**src/rtl/stream_resizer_pkg.sv**
```systemverilog
// -----------------------------------------------------------------------------
// stream_resizer_pkg
// Shared types and helpers for the stream lane-width converter.
//   lane_tag_t      : per-entry flags stored next to each buffered lane
//   FILL_W / PTR_W  : fill-count and pointer widths of the reference
//                     8-entry lane buffer
//   popcount        : number of set bits in a keep-style vector
//   first_last_idx  : lowest set index among the first 'lanes' bits, or -1
// -----------------------------------------------------------------------------
package stream_resizer_pkg;

  localparam int BUF_LANES_DFLT = 8;
  localparam int FILL_W         = $clog2(BUF_LANES_DFLT + 1);
  localparam int PTR_W          = $clog2(BUF_LANES_DFLT);

  // Widest keep/flag vector the helper functions operate on.
  localparam int VEC_W = 32;

  // Flags carried by every buffered lane. A null entry terminates a packet
  // that has no data lane of its own, so it always has last set as well.
  typedef struct packed {
    logic last;
    logic is_null;
  } lane_tag_t;

  function automatic int popcount(input logic [VEC_W-1:0] v);
    int n;
    n = 0;
    for (int i = 0; i < VEC_W; i++) begin
      n += int'(v[i]);
    end
    return n;
  endfunction

  // Scanning downward leaves the lowest matching index in idx.
  function automatic int first_last_idx(input logic [VEC_W-1:0] flags,
                                        input int lanes);
    int idx;
    idx = -1;
    for (int i = VEC_W - 1; i >= 0; i--) begin
      if ((i < lanes) && flags[i]) begin
        idx = i;
      end
    end
    return idx;
  endfunction

endpackage

```
**src/rtl/lane_compactor.sv**
```systemverilog
// -----------------------------------------------------------------------------
// lane_compactor
// Combinational packing of a sparse input beat into a dense lane vector.
//   i_keep  : per-lane valid of the input beat
//   i_last  : input beat ends its packet
//   i_data  : input lanes
//   o_data  : kept lanes packed from index 0 upward, unused slots zero
//   o_cnt   : number of entries to append (1 for a null terminator)
//   o_null  : beat carries no lanes but closes a packet
// -----------------------------------------------------------------------------
module lane_compactor
  import stream_resizer_pkg::*;
#(
  parameter int S_KEEP_WIDTH = 3,
  parameter int T_DATA_WIDTH = 4,
  localparam int CW = $clog2(S_KEEP_WIDTH + 1)
) (
  input  logic [S_KEEP_WIDTH-1:0] i_keep,
  input  logic                    i_last,
  input  logic [T_DATA_WIDTH-1:0] i_data [S_KEEP_WIDTH],
  output logic [T_DATA_WIDTH-1:0] o_data [S_KEEP_WIDTH],
  output logic [CW-1:0]           o_cnt,
  output logic                    o_null
);

  localparam int IW = (S_KEEP_WIDTH > 1) ? $clog2(S_KEEP_WIDTH) : 1;

  logic [IW-1:0] w_pos;

  always_comb begin
    o_data = '{default: '0};
    w_pos  = '0;
    for (int i = 0; i < S_KEEP_WIDTH; i++) begin
      if (i_keep[i]) begin
        o_data[w_pos] = i_data[i];
        w_pos         = w_pos + 1'b1;
      end
    end
    o_null = (i_keep == '0) && i_last;
    o_cnt  = o_null ? CW'(1) : CW'(popcount(VEC_W'(i_keep)));
  end

endmodule

```
**src/rtl/stream_resizer_gen.sv**
```systemverilog
// -----------------------------------------------------------------------------
// stream_resizer_gen
// Valid/ready lane-width converter: S_KEEP_WIDTH input lanes to M_KEEP_WIDTH
// output lanes through a circular lane buffer of BUF_LANES entries. Sparse
// input keep is compacted; an all-zero keep with last appends a null
// terminator entry.
//   clk, rst_n            : clock, asynchronous active-low reset
//   s_valid_i/s_ready_o   : input handshake (s_ready_o is registered)
//   s_last_i/s_keep_i/s_data_i : input beat
//   m_valid_o/m_ready_i   : output handshake
//   m_last_o/m_keep_o/m_data_o : output beat, first-word-fall-through
//   fill_o                : number of buffered entries
// -----------------------------------------------------------------------------
module stream_resizer_gen
  import stream_resizer_pkg::*;
#(
  parameter int S_KEEP_WIDTH = 3,
  parameter int M_KEEP_WIDTH = 2,
  parameter int T_DATA_WIDTH = 4,
  parameter int BUF_LANES    = 8
) (
  input  logic                             clk,
  input  logic                             rst_n,
  input  logic                             s_valid_i,
  input  logic                             s_last_i,
  input  logic [S_KEEP_WIDTH-1:0]          s_keep_i,
  input  logic [T_DATA_WIDTH-1:0]          s_data_i [S_KEEP_WIDTH],
  output logic                             s_ready_o,
  output logic                             m_valid_o,
  input  logic                             m_ready_i,
  output logic                             m_last_o,
  output logic [M_KEEP_WIDTH-1:0]          m_keep_o,
  output logic [T_DATA_WIDTH-1:0]          m_data_o [M_KEEP_WIDTH],
  output logic [$clog2(BUF_LANES+1)-1:0]   fill_o
);

  localparam int CW = $clog2(S_KEEP_WIDTH + 1);
  localparam int NW = $clog2(M_KEEP_WIDTH + 1);
  localparam int FW = $clog2(BUF_LANES + 1);
  localparam int PW = $clog2(BUF_LANES);

  if (BUF_LANES < S_KEEP_WIDTH + M_KEEP_WIDTH) begin : g_bad_buf
    $error("stream_resizer_gen: BUF_LANES must be >= S_KEEP_WIDTH + M_KEEP_WIDTH");
  end
  if ((S_KEEP_WIDTH > VEC_W) || (M_KEEP_WIDTH > VEC_W)) begin : g_bad_width
    $error("stream_resizer_gen: keep widths limited to VEC_W lanes");
  end

  typedef struct packed {
    logic [T_DATA_WIDTH-1:0] data;
    lane_tag_t               tag;
  } lane_entry_t;

  lane_entry_t   r_buf [BUF_LANES];
  logic [PW-1:0] r_head;
  logic [PW-1:0] r_tail;
  logic [FW-1:0] r_fill;
  logic          r_s_ready;

  logic [T_DATA_WIDTH-1:0] w_c_data [S_KEEP_WIDTH];
  logic [CW-1:0]           w_c_cnt;
  logic                    w_c_null;

  lane_entry_t             w_ent [M_KEEP_WIDTH];
  logic [M_KEEP_WIDTH-1:0] w_last_mask;
  int                      w_first_last;
  logic [NW-1:0]           w_beat_n;
  logic                    w_m_valid;
  logic                    w_m_last;
  logic                    w_push;
  logic                    w_pop;
  logic [FW-1:0]           w_fill_next;
  logic                    w_s_ready_next;

  // Both offsets stay below BUF_LANES, so one conditional subtract wraps.
  function automatic logic [PW-1:0] ptr_add(input logic [PW-1:0] p, input int k);
    int s;
    s = int'(p) + k;
    if (s >= BUF_LANES) begin
      s = s - BUF_LANES;
    end
    return PW'(s);
  endfunction

  lane_compactor #(
    .S_KEEP_WIDTH (S_KEEP_WIDTH),
    .T_DATA_WIDTH (T_DATA_WIDTH)
  ) u_compactor (
    .i_keep (s_keep_i),
    .i_last (s_last_i),
    .i_data (s_data_i),
    .o_data (w_c_data),
    .o_cnt  (w_c_cnt),
    .o_null (w_c_null)
  );

  // Output beat framing: stop after the first last-flagged entry in the
  // head window so two packets never share a beat; otherwise wait for a
  // full window.
  always_comb begin
    w_last_mask = '0;
    for (int j = 0; j < M_KEEP_WIDTH; j++) begin
      w_ent[j]       = r_buf[ptr_add(r_head, j)];
      w_last_mask[j] = (FW'(j) < r_fill) && w_ent[j].tag.last;
    end
    w_first_last = first_last_idx(VEC_W'(w_last_mask), M_KEEP_WIDTH);
    if (w_first_last >= 0) begin
      w_beat_n  = NW'(w_first_last + 1);
      w_m_valid = 1'b1;
      w_m_last  = 1'b1;
    end else begin
      w_beat_n  = NW'(M_KEEP_WIDTH);
      w_m_valid = (r_fill >= FW'(M_KEEP_WIDTH));
      w_m_last  = 1'b0;
    end
    for (int j = 0; j < M_KEEP_WIDTH; j++) begin
      m_keep_o[j] = w_m_valid && (j < int'(w_beat_n)) && !w_ent[j].tag.is_null;
      m_data_o[j] = m_keep_o[j] ? w_ent[j].data : '0;
    end
  end

  assign m_valid_o = w_m_valid;
  assign m_last_o  = w_m_last;
  assign s_ready_o = r_s_ready;
  assign fill_o    = r_fill;

  assign w_push = s_valid_i && r_s_ready;
  assign w_pop  = w_m_valid && m_ready_i;

  always_comb begin
    w_fill_next = r_fill;
    if (w_push) begin
      w_fill_next = w_fill_next + FW'(w_c_cnt);
    end
    if (w_pop) begin
      w_fill_next = w_fill_next - FW'(w_beat_n);
    end
    // Ready only promises room for a worst-case full-keep beat.
    w_s_ready_next = (FW'(BUF_LANES) - w_fill_next) >= FW'(S_KEEP_WIDTH);
  end

  always_ff @(posedge clk or negedge rst_n) begin
    if (!rst_n) begin
      r_head    <= '0;
      r_tail    <= '0;
      r_fill    <= '0;
      r_s_ready <= 1'b0;
    end else begin
      if (w_pop) begin
        r_head <= ptr_add(r_head, int'(w_beat_n));
      end
      if (w_push) begin
        r_tail <= ptr_add(r_tail, int'(w_c_cnt));
      end
      r_fill    <= w_fill_next;
      r_s_ready <= w_s_ready_next;
    end
  end

  // Lane storage is not reset; fill and pointers decide what is live.
  always_ff @(posedge clk) begin
    if (w_push) begin
      for (int k = 0; k < S_KEEP_WIDTH; k++) begin
        if (k < int'(w_c_cnt)) begin
          r_buf[ptr_add(r_tail, k)].data        <= w_c_null ? '0 : w_c_data[k];
          r_buf[ptr_add(r_tail, k)].tag.last    <= s_last_i && (k == int'(w_c_cnt) - 1);
          r_buf[ptr_add(r_tail, k)].tag.is_null <= w_c_null;
        end
      end
    end
  end

endmodule

```
**config.mk**
```make
export PLATFORM = sky130hd
export DESIGN_NAME = stream_resizer_gen
export DESIGN_NICKNAME = d
export VERILOG_FILES = /design/src/rtl/stream_resizer_pkg.sv /design/src/rtl/lane_compactor.sv /design/src/rtl/stream_resizer_gen.sv
export SDC_FILE = /design/constraint.sdc
export NUM_CORES = 1
export LEC_CHECK = 0
export ABC_AREA = 0
export CAP_MARGIN = 0
export CELL_PAD_IN_SITES_DETAIL_PLACEMENT = 1
export CELL_PAD_IN_SITES_GLOBAL_PLACEMENT = 1
export CORE_MARGIN = 10
export CORE_UTILIZATION = 30
export CTS_BUF_LIST = sky130_fd_sc_hd__clkbuf_4
export DETAILED_ROUTE_END_ITERATION = 8
export GPL_ROUTABILITY_DRIVEN = 0
export PLACE_DENSITY_LB_ADDON = 0.1
export RECOVER_POWER = 25
export REMOVE_ABC_BUFFERS = 1
export SYNTH_ARGS = -nofsm -noshare
export SYNTH_HDL_FRONTEND = slang
export SYNTH_SLANG_ARGS = --single-unit
```
**constraint.sdc**
```tcl
create_clock -name clk -period 6.38 [get_ports clk]
set_input_delay 1.595 -clock clk [delete_from_list [all_inputs] [get_ports clk]]
set_output_delay 1.595 -clock clk [all_outputs]
set_load 0.01 [all_outputs]
```
== Yosys cells after proc, flatten, opt, wreduce, memory -nomap -nowiden ==
Memory sizes are Yosys's and may differ from the RTL's.
Index checks and enable logic that the tools add are counted.
Operators by class
  add/subtract/negate cells: 20
  multiply operators: 0
  div/mod/pow operators: 0
  magnitude comparators: 21
  eq/ne operators: 2
  shift operators: 0
  mux-type cells: 40
  bitwise logic cells: 2
  reduce and logical (&&, ||, !) cells: 18
Operators with widths (number)
  32-bit 2-to-1 mux: 2
  4-bit 2-to-1 mux: 10
  32-bit by 1-bit greater-or-equal comparator with 1-bit output, second input constant: 1
  32-bit logical NOT: 1
  12-bit bitwise mux: 2
  12-bit 2-to-1 mux: 2
  3-bit 2-to-1 mux: 7
  3-bit by 1-bit subtractor with 3-bit output, second input constant: 7
  4-bit greater-or-equal comparator, second input constant: 5
  4-bit demux with 2-bit select: 2
  1-bit logical AND: 14
  1-bit 2-to-1 mux: 12
  3-bit by 1-bit adder with 4-bit output, second input constant: 2
  3-bit by 2-bit adder with 4-bit output: 2
  3-bit by 4-bit greater-or-equal comparator with 1-bit output, second input constant: 2
  4-bit by 2-bit greater-or-equal comparator with 1-bit output, second input constant: 2
  1-bit by 2-bit less-than comparator with 1-bit output, first input constant: 4
  1-bit by 4-bit less-than comparator with 1-bit output, first input constant: 2
  3-bit greater-or-equal comparator, second input constant: 2
  3-bit by 1-bit less-than comparator with 1-bit output, second input constant: 2
  2-bit 2-to-1 mux: 3
  3-bit by 2-bit adder with 4-bit output, second input constant: 1
  4-bit by 2-bit adder with 4-bit output: 1
  4-bit by 2-bit subtractor with 4-bit output: 1
  other kinds (13): 14
Word-level totals
  flip-flop bits (word level): 11
  latch bits: 0
  RAM bits: 48
  bits in read-only memories: 0
  input bits: 20
  output and inout bits: 17
  logic and storage cells: 108
  memories kept: 1
Memory list
  r_buf: words 8, width 6, read ports 2, clocked after Yosys merged registers in 0, wr ports 3, line stream_resizer_gen.sv:54  | lane_entry_t r_buf [BUF_LANES];

== Depth between registers and ports, before layout ==
An unclocked memory read counts as a cell.
  word-level depth: 13
  gate-level depth with buffers: 16
  gate-level depth less buffers: 14

== Modules after synthesis ==
A second synthesis with hierarchy kept.
Second synthesis, totals
  cells, all modules: 416
  area, all modules: 4525.6 µm²
Modules (own cells, without submodules)
  stream_resizer_gen: instances 1, cells an instance 373, area an instance 4212.8 µm², sequential area each 1716.6 µm²
  lane_compactor: instances 1, cells an instance 43, area an instance 312.8 µm², sequential area each 0.0 µm²

== Least setup slack after synthesis ==
OpenSTA, ideal clock, no wires.
  kind: in2reg
  start: input port s_keep_i[0]
  end: register r_s_ready (netlist: s_ready_o)
  library setup time: 125 ps
  arrival: 4962 ps
  data required time: 6255 ps
  slack: 1293 ps
  stages: 16
  buffers on the path: 2
  path through: inv_1 -> ha_1 -> nand3_1 -> inv_2 -> clkbuf_1 -> buf_1 -> nor2_1 -> inv_1 -> fa_1 -> o21ai_0 -> ha_1 -> nor2b_1 -> nor3b_1 -> and3b_1 -> o21ai_0 -> mux2_2
On the way
  word-level cells in the longest chain between the ends: 9
  elaborated cells between the ends (all ways): 11
  those cells by class: add/sub: 5; order compare: 1; mux: 3; reduce/logical: 2
RTL lines
  start, declared: line stream_resizer_gen.sv:26  | input logic [S_KEEP_WIDTH-1:0] s_keep_i,
  3-bit logical NOT *: line lane_compactor.sv:39  | o_null = (i_keep == '0) && i_last;
  1-bit logical AND *: line lane_compactor.sv:39
  via u_compactor.o_null: line lane_compactor.sv:23  | output logic o_null
  2-bit 2-to-1 mux *: line lane_compactor.sv:40  | o_cnt = o_null ? CW'(1) : CW'(popcount(VEC_W'(i_keep)));
  4-bit by 2-bit adder with 4-bit output *: line stream_resizer_gen.sv:133  | w_fill_next = w_fill_next + FW'(w_c_cnt);
  4-bit 2-to-1 mux *: line stream_resizer_gen.sv:132  | if (w_push) begin
  4-bit by 2-bit subtractor with 4-bit output: line stream_resizer_gen.sv:136  | w_fill_next = w_fill_next - FW'(w_beat_n);
  4-bit 2-to-1 mux *: line stream_resizer_gen.sv:135  | if (w_pop) begin
  4-bit subtractor *: line stream_resizer_gen.sv:139  | w_s_ready_next = (FW'(BUF_LANES) - w_fill_next) >= FW'(S_KEEP_WIDTH);
  4-bit by 2-bit greater-or-equal comparator with 1-bit output *: line stream_resizer_gen.sv:139
  via w_s_ready_next: line stream_resizer_gen.sv:73  | logic w_s_ready_next;
  end signal, assigned: line stream_resizer_gen.sv:156  | r_s_ready <= w_s_ready_next;
  end, declared: line stream_resizer_gen.sv:58  | logic r_s_ready;
Mark *: on every way through the listed nets, which the timed path passes. The rest lies on a longest branch.
A chain may end at the register's enable or synchronous reset.

==> impl_results.md <==
- WHS: 608 ps
- Crit path required time: 6380 ps
- Crit. Startpoint: s_keep_i[0]
- GRT busiest layer: met2
- MaxCap Viol Count: 1
- Min-delay worst type: flop to flop
- Post-synth cell types: 46
- Worst IR Drop VDD: 0.000132 V
- Core Area: approximately 14000 um^2
- GR Util met3: 2.60%
- Post-route minimum period: 5760 ps
- Port Buffers: 36
- Top post-synthesis cells by area: edfxtp_1, mux2i_1, mux4_2
- I/O Pins: 37
- Total Routing Usage GR: a little over an eighth
- Max Fclk: 174 MHz
- Height of the die: between 100 and 150 um
- Clk sinks: ~60
- Setup violations, final: 0
- Seq cells post-synth: between 50 and 60
- Hold_buf cts: 0
- Num rows: 43
- Drt drc: 0
- Routed WL per cell: 21.7 um
- Register area: between 1500 and 2000 um^2
- Vias after detailed routing: 3182
- Slew HR: -57.7%
- Final Max Slew Viols: between 50 and 60
- Initial Util: a little under a third
- Worst Skew: around 12 ps
- Max Fanout on Critical Path: 51
- Mean Syn Cell Area: 11.4 um^2
- Total Power: between 2000 and 2500 uW
- Synth Flop Type: edfxtp_1
- RSZ-0062 raised after global routing: no
- Post-DRT Antenna Nets: 0
- CTS root buf: clkbuf_4
- Sequential share of the synthesized area: slightly below 40%
- TritonCTS buffer count: 9
- Largest net degree at the start of global routing: 52
- Detailed Route WL: 13000 um
- Worst r2r src: r_head[0]$_DFFE_PN0N_
- Vias in the first global route: 3460
- DR iter-0 viols: 189
- Violated checks: capacitance limit, slew limit
- Most instantiated cells after synthesis: mux2i_1, edfxtp_1, a21oi_1
- 1st-pass router iterations: 7
- Cell with the most instances after synthesis: mux2i_1
- Post-CTS resize count: 0
- Post-Layout Cell Count: 597
- Layout area overhead: 15.1%
- Layout cell share with drive strength beyond 1: 12.0%
- Fraction of registers with async set/reset: around a fifth
- Outcome: finished with violations
- Leak: 0.00195 uW
- DIE AREA: 19600 um^2
- Kind of end point of the critical path: flop
- Mapped Area: between 4000 and 5000 um^2
- Die W: ~140 um
- Final worst slack: roughly 620 ps
- Met2 usage: 21.1%
- Post-Syn Instances: around 380
- DP HPWL: 10100 um
- Share of Yosys cell area claimed by the top area cell type: between 30% and 40%
- Setup WS pre-CTS: roughly 430 ps
- FILL cells: 1599
- Hold path start: s_ready_o$_DFF_PN0_
- Global-route wire length before repair: 20700 um
- CP arrival: roughly 5800 ps
- Routed vias/inst: 5.33
- Initial antenna violation count: 1
- Skew-Pair Late Insertion Delay: between 300 and 400 ps
- GRT overflow: 0
- CTS tree: built
- Pwr Density: 460 nW/um^2
- Fin Setup TNS: 0 ps
- EDFF count, synth: 48
- Dpl cells: 581
- Synth Warn #: 0
- Setup Buffers After CTS: 0
- Final Hold Viols: 0
- Clk buf depth: 2
- Final period util: 90.3%
- Worst-path clk slew: 100 ps
- Final Net Count: 448
- Leading area contributor after synthesis: edfxtp_1
- Area occupied by multi-input gates: between 2000 and 2500 um^2
- H-tree depth: 3
- Worst-margin pin slew: between 2000 and 2500 ps
- Met1 Usage GRT: 18.2%
- CP Class: input port to flop
- Crit start category: input port
metrics by stage:
| stage | instance area, um^2 | util [%] |
|---|---|---|
| final | 4970 | 35.6 |
| after global routing | 4970 | 35.6 |
| after CTS | 4990 | 35.7 |
| after detailed placement | 4870 | 34.8 |
| after global placement | 4870 | 34.8 |
| after floorplan | 4230 | - |
final timing paths:
| check | end | slack (ps) | cells past startpoint |
|---|---|---|---|
| worst max-delay path | r_buf[7][0]$_DFFE_PP_ | 620 | 10 |
| worst min-delay path | r_tail[2]$_DFFE_PN0P_ | 610 | 2 |
| worst max register to register | s_ready_o$_DFF_PN0_ | 2800 | 10 |
| worst min register to register | r_tail[2]$_DFFE_PN0P_ | 610 | 2 |
| max in group asynchronous | fill_o[0]$_DFF_PN0_ | 4400 | 1 |
| min in group asynchronous | r_tail[2]$_DFFE_PN0P_ | 1610 | 1 |
state kept, by name, summed over array words and instances, names as in the netlist:
name and count:
r_buf 48, r_head 3, fill_o 4, r_tail 3
s_ready_o 1
cells in the final DEF, fill, tap and decap left out, types with 11 or more instances in the layout:
cell type         n
clkbuf_4         11
nor3_1           28
nor2_1           23
nand2_1          22
clkdlybuf4s50_1  29
inv_1            12
edfxtp_1         48
nand3_1          20
a21oi_1          30
mux4_2           24
mux2i_1          55
dfrtp_1          11
ha_1             11
layout make-up:
cell class / instances / share of cell area, %
clock buffers: 11 / 1.66
well taps: 180 / 4.53
inverters: 14 / 1.06
repair buffers: 43 / 8.23
flip-flops and latches: 59 / 34.5
diodes: 1 / 0.0503
multi-input cells: 285 / 49.1
clock inverters: 4 / 0.855
metal layers:
layer  routed length, um  part of all wire (%)
met1                6450                    50
met5                   0                     0
met4                 136                   1.1
met2                5970                    46
met3                 387                   3.0
critical path, stage by stage:
cell           delay [ps]
dlygate4sd3_1         630
inv_1                 200
ha_1                  180
nand3_1               150
clkinv_1              100
clkbuf_1             1680
nor4_4                 90
and2_1                330
nand3_1               310
nand3_1               480
kinds of logic (layout without fill, tap and decap cells):
| family | after synthesis | in the layout | share of synthesized area [%] |
|---|---|---|---|
| adders and majority gates | 16 | 16 | 5.50 |
| xor gates and xnor gates | 9 | 9 | 1.82 |
| other | 0 | 1 | 0 |
| muxes | 84 | 84 | 26.8 |
| AOI/OAI and AO/OA | 64 | 64 | 9.67 |
| buffers and inverters | 34 | 72 | 3.30 |
| and+or+nand+nor | 112 | 112 | 13.1 |
| DFF | 59 | 59 | 39.7 |
power breakdown:
part | internal (uW) | total, uW | leakage (uW) | switching, uW
logic | 672 | 1380 | 0.00131 | 705
registers | 546 | 652 | 0.000571 | 106
clock network | 123 | 259 | 0.0000718 | 136
Power figures use the tool's default switching activity.
